==> src/rtl/dot_pkg.sv <==
// Shared types and defaults for the dot-product sequencer.
package dot_pkg;
    typedef enum logic [2:0] {
        S_IDLE,
        S_CLR,
        S_FEED,
        S_DRAIN,
        S_DONE
    } state_t;

    localparam int DRAIN_CYC_DEF = 2;
endpackage

==> src/rtl/dot_seq.sv <==
// Sequences operand pairs into an external multiply-accumulate unit and
// captures the accumulated dot product once the MAC pipeline has drained.
module dot_seq
    import dot_pkg::*;
#(
    parameter int LEN_W     = 8,
    parameter int DRAIN_CYC = DRAIN_CYC_DEF
) (
    input  logic             clk,
    input  logic             rst,
    input  logic             start,
    input  logic [LEN_W-1:0] len,
    input  logic             op_vld,
    input  logic [15:0]      op_A,
    input  logic [15:0]      op_B,
    output logic             op_rdy,
    output logic             mac_clr,
    output logic             mac_en,
    output logic [15:0]      mac_A,
    output logic [15:0]      mac_B,
    input  logic [63:0]      mac_accum,
    output logic [63:0]      res,
    output logic             res_vld,
    input  logic             res_rdy,
    output logic             busy
);
    localparam int WAIT_W = (DRAIN_CYC > 1) ? $clog2(DRAIN_CYC) : 1;
    localparam logic [WAIT_W-1:0] WAIT_LAST = WAIT_W'(DRAIN_CYC - 1);

    state_t            state;
    logic [LEN_W-1:0]  cnt;
    logic [WAIT_W-1:0] wait_cnt;
    logic [63:0]       res_q;

    always_ff @(posedge clk) begin
        if (rst) begin
            state    <= S_IDLE;
            cnt      <= '0;
            wait_cnt <= '0;
            res_q    <= '0;
        end else begin
            case (state)
                S_IDLE: begin
                    if (start) begin
                        cnt   <= len;
                        state <= S_CLR;
                    end
                end
                S_CLR: begin
                    wait_cnt <= '0;
                    state    <= (cnt == '0) ? S_DRAIN : S_FEED;
                end
                S_FEED: begin
                    if (op_vld) begin
                        cnt <= cnt - 1'b1;
                        if (cnt == LEN_W'(1)) begin
                            wait_cnt <= '0;
                            state    <= S_DRAIN;
                        end
                    end
                end
                S_DRAIN: begin
                    // The MAC needs DRAIN_CYC cycles after its last enable to settle.
                    if (wait_cnt == WAIT_LAST) begin
                        res_q    <= mac_accum;
                        wait_cnt <= '0;
                        state    <= S_DONE;
                    end else begin
                        wait_cnt <= wait_cnt + 1'b1;
                    end
                end
                S_DONE: begin
                    if (res_rdy) state <= S_IDLE;
                end
                default: state <= S_IDLE;
            endcase
        end
    end

    // Outputs are gated by rst so they read zero for the whole reset window.
    logic run;
    assign run     = !rst;
    assign op_rdy  = run && (state == S_FEED);
    assign mac_en  = op_rdy && op_vld;
    assign mac_clr = run && (state == S_CLR);
    assign mac_A   = op_rdy ? op_A : 16'd0;
    assign mac_B   = op_rdy ? op_B : 16'd0;
    assign res_vld = run && (state == S_DONE);
    assign busy    = run && (state != S_IDLE);
    assign res     = run ? res_q : 64'd0;
endmodule

==> config.mk <==
export PLATFORM = sky130hd
export DESIGN_NAME = dot_seq
export DESIGN_NICKNAME = d
export VERILOG_FILES = /design/src/rtl/dot_pkg.sv /design/src/rtl/dot_seq.sv
export SDC_FILE = /design/constraint.sdc
export NUM_CORES = 1
export LEC_CHECK = 0
export CAP_MARGIN = 25
export CORE_AREA = 2 2 88 90
export CTS_CLUSTER_DIAMETER = 150
export DETAILED_ROUTE_END_ITERATION = 16
export DIE_AREA = 0 0 90 92
export DONT_BUFFER_PORTS = 1
export PLACE_DENSITY_LB_ADDON = 0.08
export SYNTH_ARGS = -nofsm -noshare
export SYNTH_HDL_FRONTEND = slang
export SYNTH_SLANG_ARGS = --single-unit
==> constraint.sdc <==
create_clock -name clk -period 4.33 [get_ports clk]
set_clock_uncertainty 0.05 [all_clocks]
set_input_delay 0.866 -clock clk [delete_from_list [all_inputs] [get_ports clk]]
set_output_delay 0.866 -clock clk [all_outputs]
set_load 0.02 [all_outputs]
-- Word level (Yosys, flattened, before mapping)
Index checks and enable logic that the tools add are counted.
- $add $sub $neg: 2
- eq/ne operators: 10
- multiplexer cells: 17
- reduce and logical (&&, ||, !) cells: 15
- operators by type and width (kind ; number):
    $mux W64 ; 1
    $mux W16 ; 2
    $mux W8 ; 2
    $pmux W8 S2 ; 1
    $mux W3 ; 5
    $pmux W3 S5 ; 1
    $ne A2 B2 Y1 const B ; 5
    $eq A8 B1 Y1 const B ; 1
    $logic_not A8 Y1 ; 1
    $sub A8 B1 Y8 const B ; 1
    $eq A3 B2 Y1 const B ; 2
    $reduce_and A3 Y1 ; 2
    $reduce_bool A3 Y1 ; 2
    $logic_and A1 B1 Y1 ; 5
    $reduce_and A5 Y1 ; 1
    $mux W1 ; 4
    $eq A3 B1 Y1 const B ; 1
    $eq A3 B3 Y1 const B ; 1
    $logic_not A3 Y1 ; 1
    $pmux W1 S3 ; 1
    $reduce_and A2 Y1 ; 1
    $reduce_bool A2 Y1 ; 1
    $add A1 B1 Y1 const B ; 1
    $logic_not A1 Y1 ; 1
- bits in registers: 76
- bits of input ports: 109
- logic and storage cells: 48

-- Longest topological paths before layout
Gate-level depths: netlist of the first run.
- word-level depth: 4
- depth in mapped cells: 7
- mapped depth without buffers: 6

-- Least setup slack after synthesis of the first run
Ideal clock, no wire load.
- path kind: input to output
- start: input port rst
- end: output port mac_clr
- data arrival time: 1.998 ns
- data required time: 3.414 ns
- slack: 1.416 ns
- cell stages on the path: 3
- buffers on the path: 2
- cell sequence: clkbuf_1 -> clkbuf_1 -> nor4b_1
- longest elaborated chain between the ends: 2
- RTL lines (element ; line ; RTL):
    start, declared ; dot_seq.sv:10 ; input logic rst,
    $logic_not A1 Y1 ; dot_seq.sv:82 ; assign run = !rst;
    $logic_and A1 B1 Y1 ; dot_seq.sv:85 ; assign mac_clr = run && (state == S_CLR);
    end, declared ; dot_seq.sv:17 ; output logic mac_clr,
Every way passes these cells.

-- Worst setup path in the final report of the first run
- start: register state[1]
- end: output port mac_B[4]
- longest elaborated chain between the ends: 3
- RTL lines (element ; line ; RTL):
    start, declared ; dot_seq.sv:30 ; state_t state;
    start signal, assigned ; dot_seq.sv:51 ; state <= (cnt == '0) ? S_DRAIN : S_FEED;
    $eq A3 B2 Y1 ; dot_seq.sv:83 ; assign op_rdy = run && (state == S_FEED);
    $logic_and A1 B1 Y1 ; dot_seq.sv:83 ;
    $mux W16 ; dot_seq.sv:87 ; assign mac_B = op_rdy ? op_B : 16'd0;
    end, declared ; dot_seq.sv:20 ; output logic [15:0] mac_B,
Every way passes these cells.

==> impl_metrics.env, run 1 <==
export IMPL_fmax_mhz=288
export IMPL_port_buffers=0
export IMPL_wl_met3_um=720
export IMPL_hold_start="res_q[58]"
export IMPL_synth_top_area_cell="dfxtp_1"
export IMPL_routedWlPerCell_um=16.5
export IMPL_drtAntennaViolNets=0
export IMPL_post_route_util_pct=51.3
export IMPL_synth_top_cell_area_share_pct=42.5
export IMPL_synth_nets=594
export IMPL_nFillCells=775
export IMPL_synth_distinct_cells=37
export IMPL_peakVddDrop_mv=0.158
export IMPL_drc=0
export IMPL_dieWidth_um=90
export IMPL_areaGrowthSynthToFinish_pct=6.71
export IMPL_relSlewSlack_pct=30.1
export IMPL_cts_resized=0
export IMPL_outcome="finished, final reports clean"
export IMPL_max_cap_violations=0
export IMPL_worst_ep_required_time_ns=3.41
export IMPL_yosysWarningCount=0
export IMPL_nNetsFinal=571
export IMPL_yosys_top_cells_area="dfxtp_1, nand2_1, nor2b_1"
export IMPL_syn_inst=482
export IMPL_synth_edf_count=0
export IMPL_async_flop_share_pct=0
export IMPL_worst_pin_slew_ns=1.03
export IMPL_synth_seq_cells=76
export IMPL_synth_area_mm2=0.00358
export IMPL_dpl_cell_area_mm2=0.00359
export IMPL_vias=3070
export IMPL_crit_family="simple AND/OR/NAND/NOR gates"
export IMPL_start_kind="flip-flop"
export IMPL_top_layer="met4"
export IMPL_hold_violations=0
export IMPL_dieArea_mm2=0.00828
export IMPL_min_period_over_period_pct=80.2
export IMPL_grt_pass1_wl_mm=14.3
export IMPL_cts_hold_buf=0
export IMPL_arrival_ns=2.56
export IMPL_rsz0062_at_grt="no"
export IMPL_crit_chain="or3b_2, nor2_2, and2_1"
export IMPL_post_cts_buffers=0
export IMPL_dr_first_iter_drc_count=150
export IMPL_slowest_delay_ns=0.67
export IMPL_tns_ns=0
export IMPL_dp_hpwl_mm=6.57
export IMPL_worstSetupPathType="flip-flop to primary output"
export IMPL_ys_top_cells_by_count="nand2_1, dfxtp_1, a21oi_1, nor2b_1, clkbuf_1"
export IMPL_viasPerCell=5.37
export IMPL_period_minus_slack_ns=3.47
export IMPL_synth_flop_cell="dfxtp_1"
export IMPL_coreArea_mm2=0.00745
export IMPL_io_pins=210
export IMPL_setup_viol=0
export IMPL_cts_num_sinks=76
export IMPL_cts_max_level=3
export IMPL_yosysMostFrequentCell="nand2_1"
export IMPL_routed_wl_mm=9.44
export IMPL_seqCellArea_mm2=0.00152
export IMPL_cpMaxStageDelayCell="nor2_2"
export IMPL_clkLatencyLatePin_ns=0.34
export IMPL_cts_tree="done"
export IMPL_wl_met2_mm=4.89
export IMPL_syn_area_per_cell_um2=7.43
export IMPL_crit_start="state[1]"
export IMPL_place_gp_congestion=0.753
export IMPL_drt_pass1_iter_count=5
export IMPL_multi_input_area_mm2=0.00191
export IMPL_hold_path_class="flip-flop to flip-flop"
export IMPL_cts_buffers=9
export IMPL_final_layout_size_suffix_gt1_share_pct=6.26
export IMPL_timing_rr_start="state[1]"
export IMPL_start_util_pct=48.1
export IMPL_ys_seq_area_share_pct=42.5
export IMPL_stdcell_area_mm2=0.00382
export IMPL_die_height_um=92
export IMPL_clockRootBuffer="clkbuf_8"
export IMPL_cp_num_buf_inv=0
export IMPL_grt_usage_pct=22.0
export IMPL_dp_slack_ns=1.25
export IMPL_grt_max_degree=147
export IMPL_grt_overflow=0
export IMPL_power_leakage_nw=1.26
export IMPL_m1WireLength_mm=3.45
export IMPL_grt_pass1_vias=2782
export IMPL_clk_path_buf_depth=2
export IMPL_setup_ws_ns=0.855
export IMPL_clkSlewWorstSetupHoldPaths_ns=0.08
export IMPL_antenna_found_initial=6
export IMPL_cp_max_fo=34
export IMPL_row_count=32
export IMPL_critPathCaptureType="primary output"
export IMPL_powerDensity_mw_per_mm2=379
export IMPL_drv_slew=0
path summary, 6_finish.rpt:
| kind | slack [ns] | end | cells past startpoint |
|---|---|---|---|
| max | 0.86 | mac_B[4] | 3 |
| min | 0.40 | res_q[58] | 2 |
| max reg2reg | 2.35 | res_q[45] | 5 |
| min reg2reg | 0.40 | res_q[58] | 2 |
worst reg2reg max path: stages (launching register included):
cell     delay [ns]
dfxtp_1        0.54
nand3_1        0.22
or2_2          0.50
buf_4          0.35
nand2_1        0.15
a21oi_1        0.07
layout make-up:
type / instances / area share [%]
Tap cell: 102 / 3.34
Clock inverter: 6 / 1.70
Multi-Input combinational cell: 366 / 50.1
Sequential cell: 76 / 39.8
Timing Repair Buffer: 4 / 1.11
Clock buffer: 9 / 3.24
Inverter: 2 / 0.197
Antenna cell: 7 / 0.459
metrics by stage:
| step | power (mW) | hold WS, ns | cells |
|---|---|---|---|
| after floorplan | 0.928 | 0.382 | 482 |
| after global placement | 0.933 | 0.382 | 549 |
| after detailed placement | 0.937 | 0.386 | 549 |
| after CTS | 1.46 | 0.397 | 564 |
| after global routing | 1.51 | 0.415 | 572 |
| final | 1.45 | 0.398 | 572 |
layer usage:
metal  track usage (%)  up-vias
met1              22.5     1396
li1                  -     1516
met2              38.8      136
met5                 0        -
met4              13.6        0
met3              7.15       22
cell usage in the layout (no fill, tap or decap), types with 3 or more instances in the layout:
cell type  synthesis  final
and2_1            33     33
clkbuf_8           0      9
ha_1               3      3
nand2b_1           3      3
nor2b_1           64     64
diode_2            0      7
nand3_1            3      3
nor2_1            12     10
a211oi_1           4      4
nand2_1          133    133
dfxtp_1           76     76
buf_4              0      3
o21ai_0            5      5
nor3_1             4      4
a21oi_1           74     74
where the power goes:
part	switching, mW	internal, mW	leakage [nW]
combinational	0.108	0.0699	0.550
sequential	0.0281	0.718	0.614
clock	0.259	0.264	0.0955
total	0.395	1.05	1.26
state kept, by name, summed over array words and instances, names as in the netlist:
register / cells
cnt: 8
res_q: 64
state: 3
wait_cnt: 1
cell families (layout without fill, tap and decap cells):
| family | Yosys count | count (layout) | share of synthesized area (%) |
|---|---|---|---|
| flip-flops | 76 | 76 | 42.5 |
| multiplexers | 1 | 1 | 0.280 |
| adder cells (fa/ha/maj) | 3 | 3 | 1.05 |
| AND/OR/NAND/NOR | 267 | 267 | 37.1 |
| buffers and inverters | 40 | 21 | 4.30 |
| other | 0 | 7 | 0 |
| AO/OA/AOI/OAI | 95 | 95 | 14.8 |
No activity file was read; power rests on OpenSTA's default activity.
==> run 2: changes to the inputs <==
==> constraint.sdc (replaced) <==
create_clock -name clk -period 3.6 [get_ports clk]
set_clock_uncertainty 0.05 [all_clocks]
set_input_delay 0.72 -clock clk [delete_from_list [all_inputs] [get_ports clk]]
set_output_delay 0.72 -clock clk [all_outputs]
set_load 0.02 [all_outputs]
==> impl_metrics.env, run 2 (synthesis results as in run 1) <==
export IMPL_outcome="finished, final reports clean"
export IMPL_slowest_delay_ns=0.66
export IMPL_worstSetupPathType="flip-flop to primary output"
export IMPL_grt_pass1_vias=2644
export IMPL_grt_max_degree=147
export IMPL_fin_cells=572
export IMPL_clkLatencyLatePin_ns=0.35
export IMPL_routed_wl_mm=9.46
export IMPL_clockRootBuffer="clkbuf_8"
export IMPL_nNetsFinal=572
export IMPL_dpl_cell_count=551
export IMPL_crit_chain="or3b_2, nor2_2, and2_1"
export IMPL_hold_violations=0
export IMPL_dp_hpwl_mm=6.58
export IMPL_viasPerCell=5.34
export IMPL_cts_num_sinks=76
export IMPL_die_height_um=92
export IMPL_dpl_cell_area_mm2=0.00361
export IMPL_top_register="res_q"
export IMPL_drtAntennaViolNets=0
export IMPL_p_total_mw=1.82
export IMPL_dieWidth_um=90
export IMPL_ff2ff_path_depth=4
export IMPL_critPathCapture="mac_B[3]"
export IMPL_crit_family="simple AND/OR/NAND/NOR gates"
export IMPL_coreArea_mm2=0.00745
export IMPL_layout_common_cells="nand2_1, dfxtp_1, a21oi_1, nor2b_1, and2_1"
export IMPL_peakVddDrop_mv=0.233
export IMPL_cpMaxStageDelayCell="nor2_2"
export IMPL_dieArea_mm2=0.00828
export IMPL_rrSetupSlack_ns=1.53
export IMPL_port_buffers=0
export IMPL_rr_endpoint="res_q[32]"
export IMPL_io_pins=210
export IMPL_antenna_found_initial=3
export IMPL_areaGrowthSynthToFinish_pct=7.20
export IMPL_largest_reg_flops=64
export IMPL_start_util_pct=48.1
export IMPL_post_route_util_pct=51.5
export IMPL_row_count=32
export IMPL_clk_path_buf_depth=2
export IMPL_fmax_mhz=300
export IMPL_reg_top3="res_q: 64 flops, cnt: 8 flops, state: 3 flops"
export IMPL_rsz0062_at_grt="no"
export IMPL_cp_num_buf_inv=0
export IMPL_drv_slew=0
export IMPL_cts_resized=0
export IMPL_cts_hold_buf=0
export IMPL_layout_commonest_cell="nand2_1"
export IMPL_final_layout_size_suffix_gt1_share_pct=6.45
export IMPL_worst_pin_slew_ns=0.829
export IMPL_arrival_ns=2.57
export IMPL_cts_tree="done"
export IMPL_routedWlPerCell_um=16.5
export IMPL_hold_path_class="primary input to flip-flop"
export IMPL_grt_pass1_wl_mm=14.0
export IMPL_timing_rr_start="state[2]"
export IMPL_power_leakage_nw=1.27
export IMPL_dr_first_iter_drc_count=116
export IMPL_start_kind="flip-flop"
export IMPL_place_gp_congestion=0.757
export IMPL_hold_depth=1
export IMPL_tns_ns=0
export IMPL_max_cap_violations=0
export IMPL_period_minus_slack_ns=3.34
export IMPL_grt_overflow=0
export IMPL_powerDensity_mw_per_mm2=475
export IMPL_cts_max_level=3
export IMPL_min_period_over_period_pct=92.7
export IMPL_crit_start="state[1]"
export IMPL_post_cts_buffers=0
export IMPL_worst_ep_required_time_ns=2.83
export IMPL_cts_buffers=9
export IMPL_cp_max_fo=34
export IMPL_drc=0
export IMPL_vias=3055
export IMPL_relSlewSlack_pct=44.3
export IMPL_stdcell_area_mm2=0.00384
export IMPL_drt_pass1_iter_count=4
export IMPL_clkSlewWorstSetupHoldPaths_ns=0.08
export IMPL_critical_path_depth=3
export IMPL_critPathCaptureType="primary output"
export IMPL_grt_usage_pct=21.6
export IMPL_setup_viol=0
## run 2: cell count changes in the layout (fill, tap and decap cells not counted), sizes merged
cell,previous run,this run
clkinvlp,1,2
diode,7,5
bufinv,1,2
clkinv,3,2
clkbuf,9,10
inv,3,2
buf,4,5
## run 2: stage by stage
step	setup slack, ns	hold WS, ns
final	0.264	0.394
after global routing	0.102	0.377
after CTS	0.257	0.379
after detailed placement	0.644	0.386
after global placement	0.743	0.382
after floorplan	0.978	0.382
## run 2: worst min path at each step
stage / startpoint / to
global placement: res_q[52] / res_q[52]
floorplan: res_q[0] / res_q[0]
CTS: rst / res_q[61]
detailed placement: res_q[57] / res_q[57]
finish: rst / cnt[5]
global route: rst / res_q[61]
## run 2: worst register-to-register path, delay by kind of cell, from the launching register on
family                 cells  cell delay, ns
AOI/OAI and AO/OA          1            0.15
and+or+nand+nor            2            0.79
DFF                        1            0.59
buffers and inverters      1            0.43
## run 2: layout make-up
cell class,instances,area (um2)
flip-flops and latches,76,1520
diodes,5,12.5
well taps,102,128
clock buffers,10,128
multi-input cells,366,1910
fillers,748,3610
repair buffers,5,37.5
clock inverters,6,88.8
inverters,2,7.51
## run 2: metal layers
metal	global-route usage, %	up-vias	routed length [um]
met3	5.75	15	635
li1	-	1519	-
met2	37.8	128	4930
met5	0	-	0
met4	10.3	0	240
met1	24.6	1393	3650
## run 2: power by group
group | total, mW | internal, mW | switching (mW)
combinational | 0.214 | 0.0851 | 0.129
clock | 0.715 | 0.390 | 0.324
sequential | 0.896 | 0.863 | 0.0328
total | 1.82 | 1.34 | 0.486
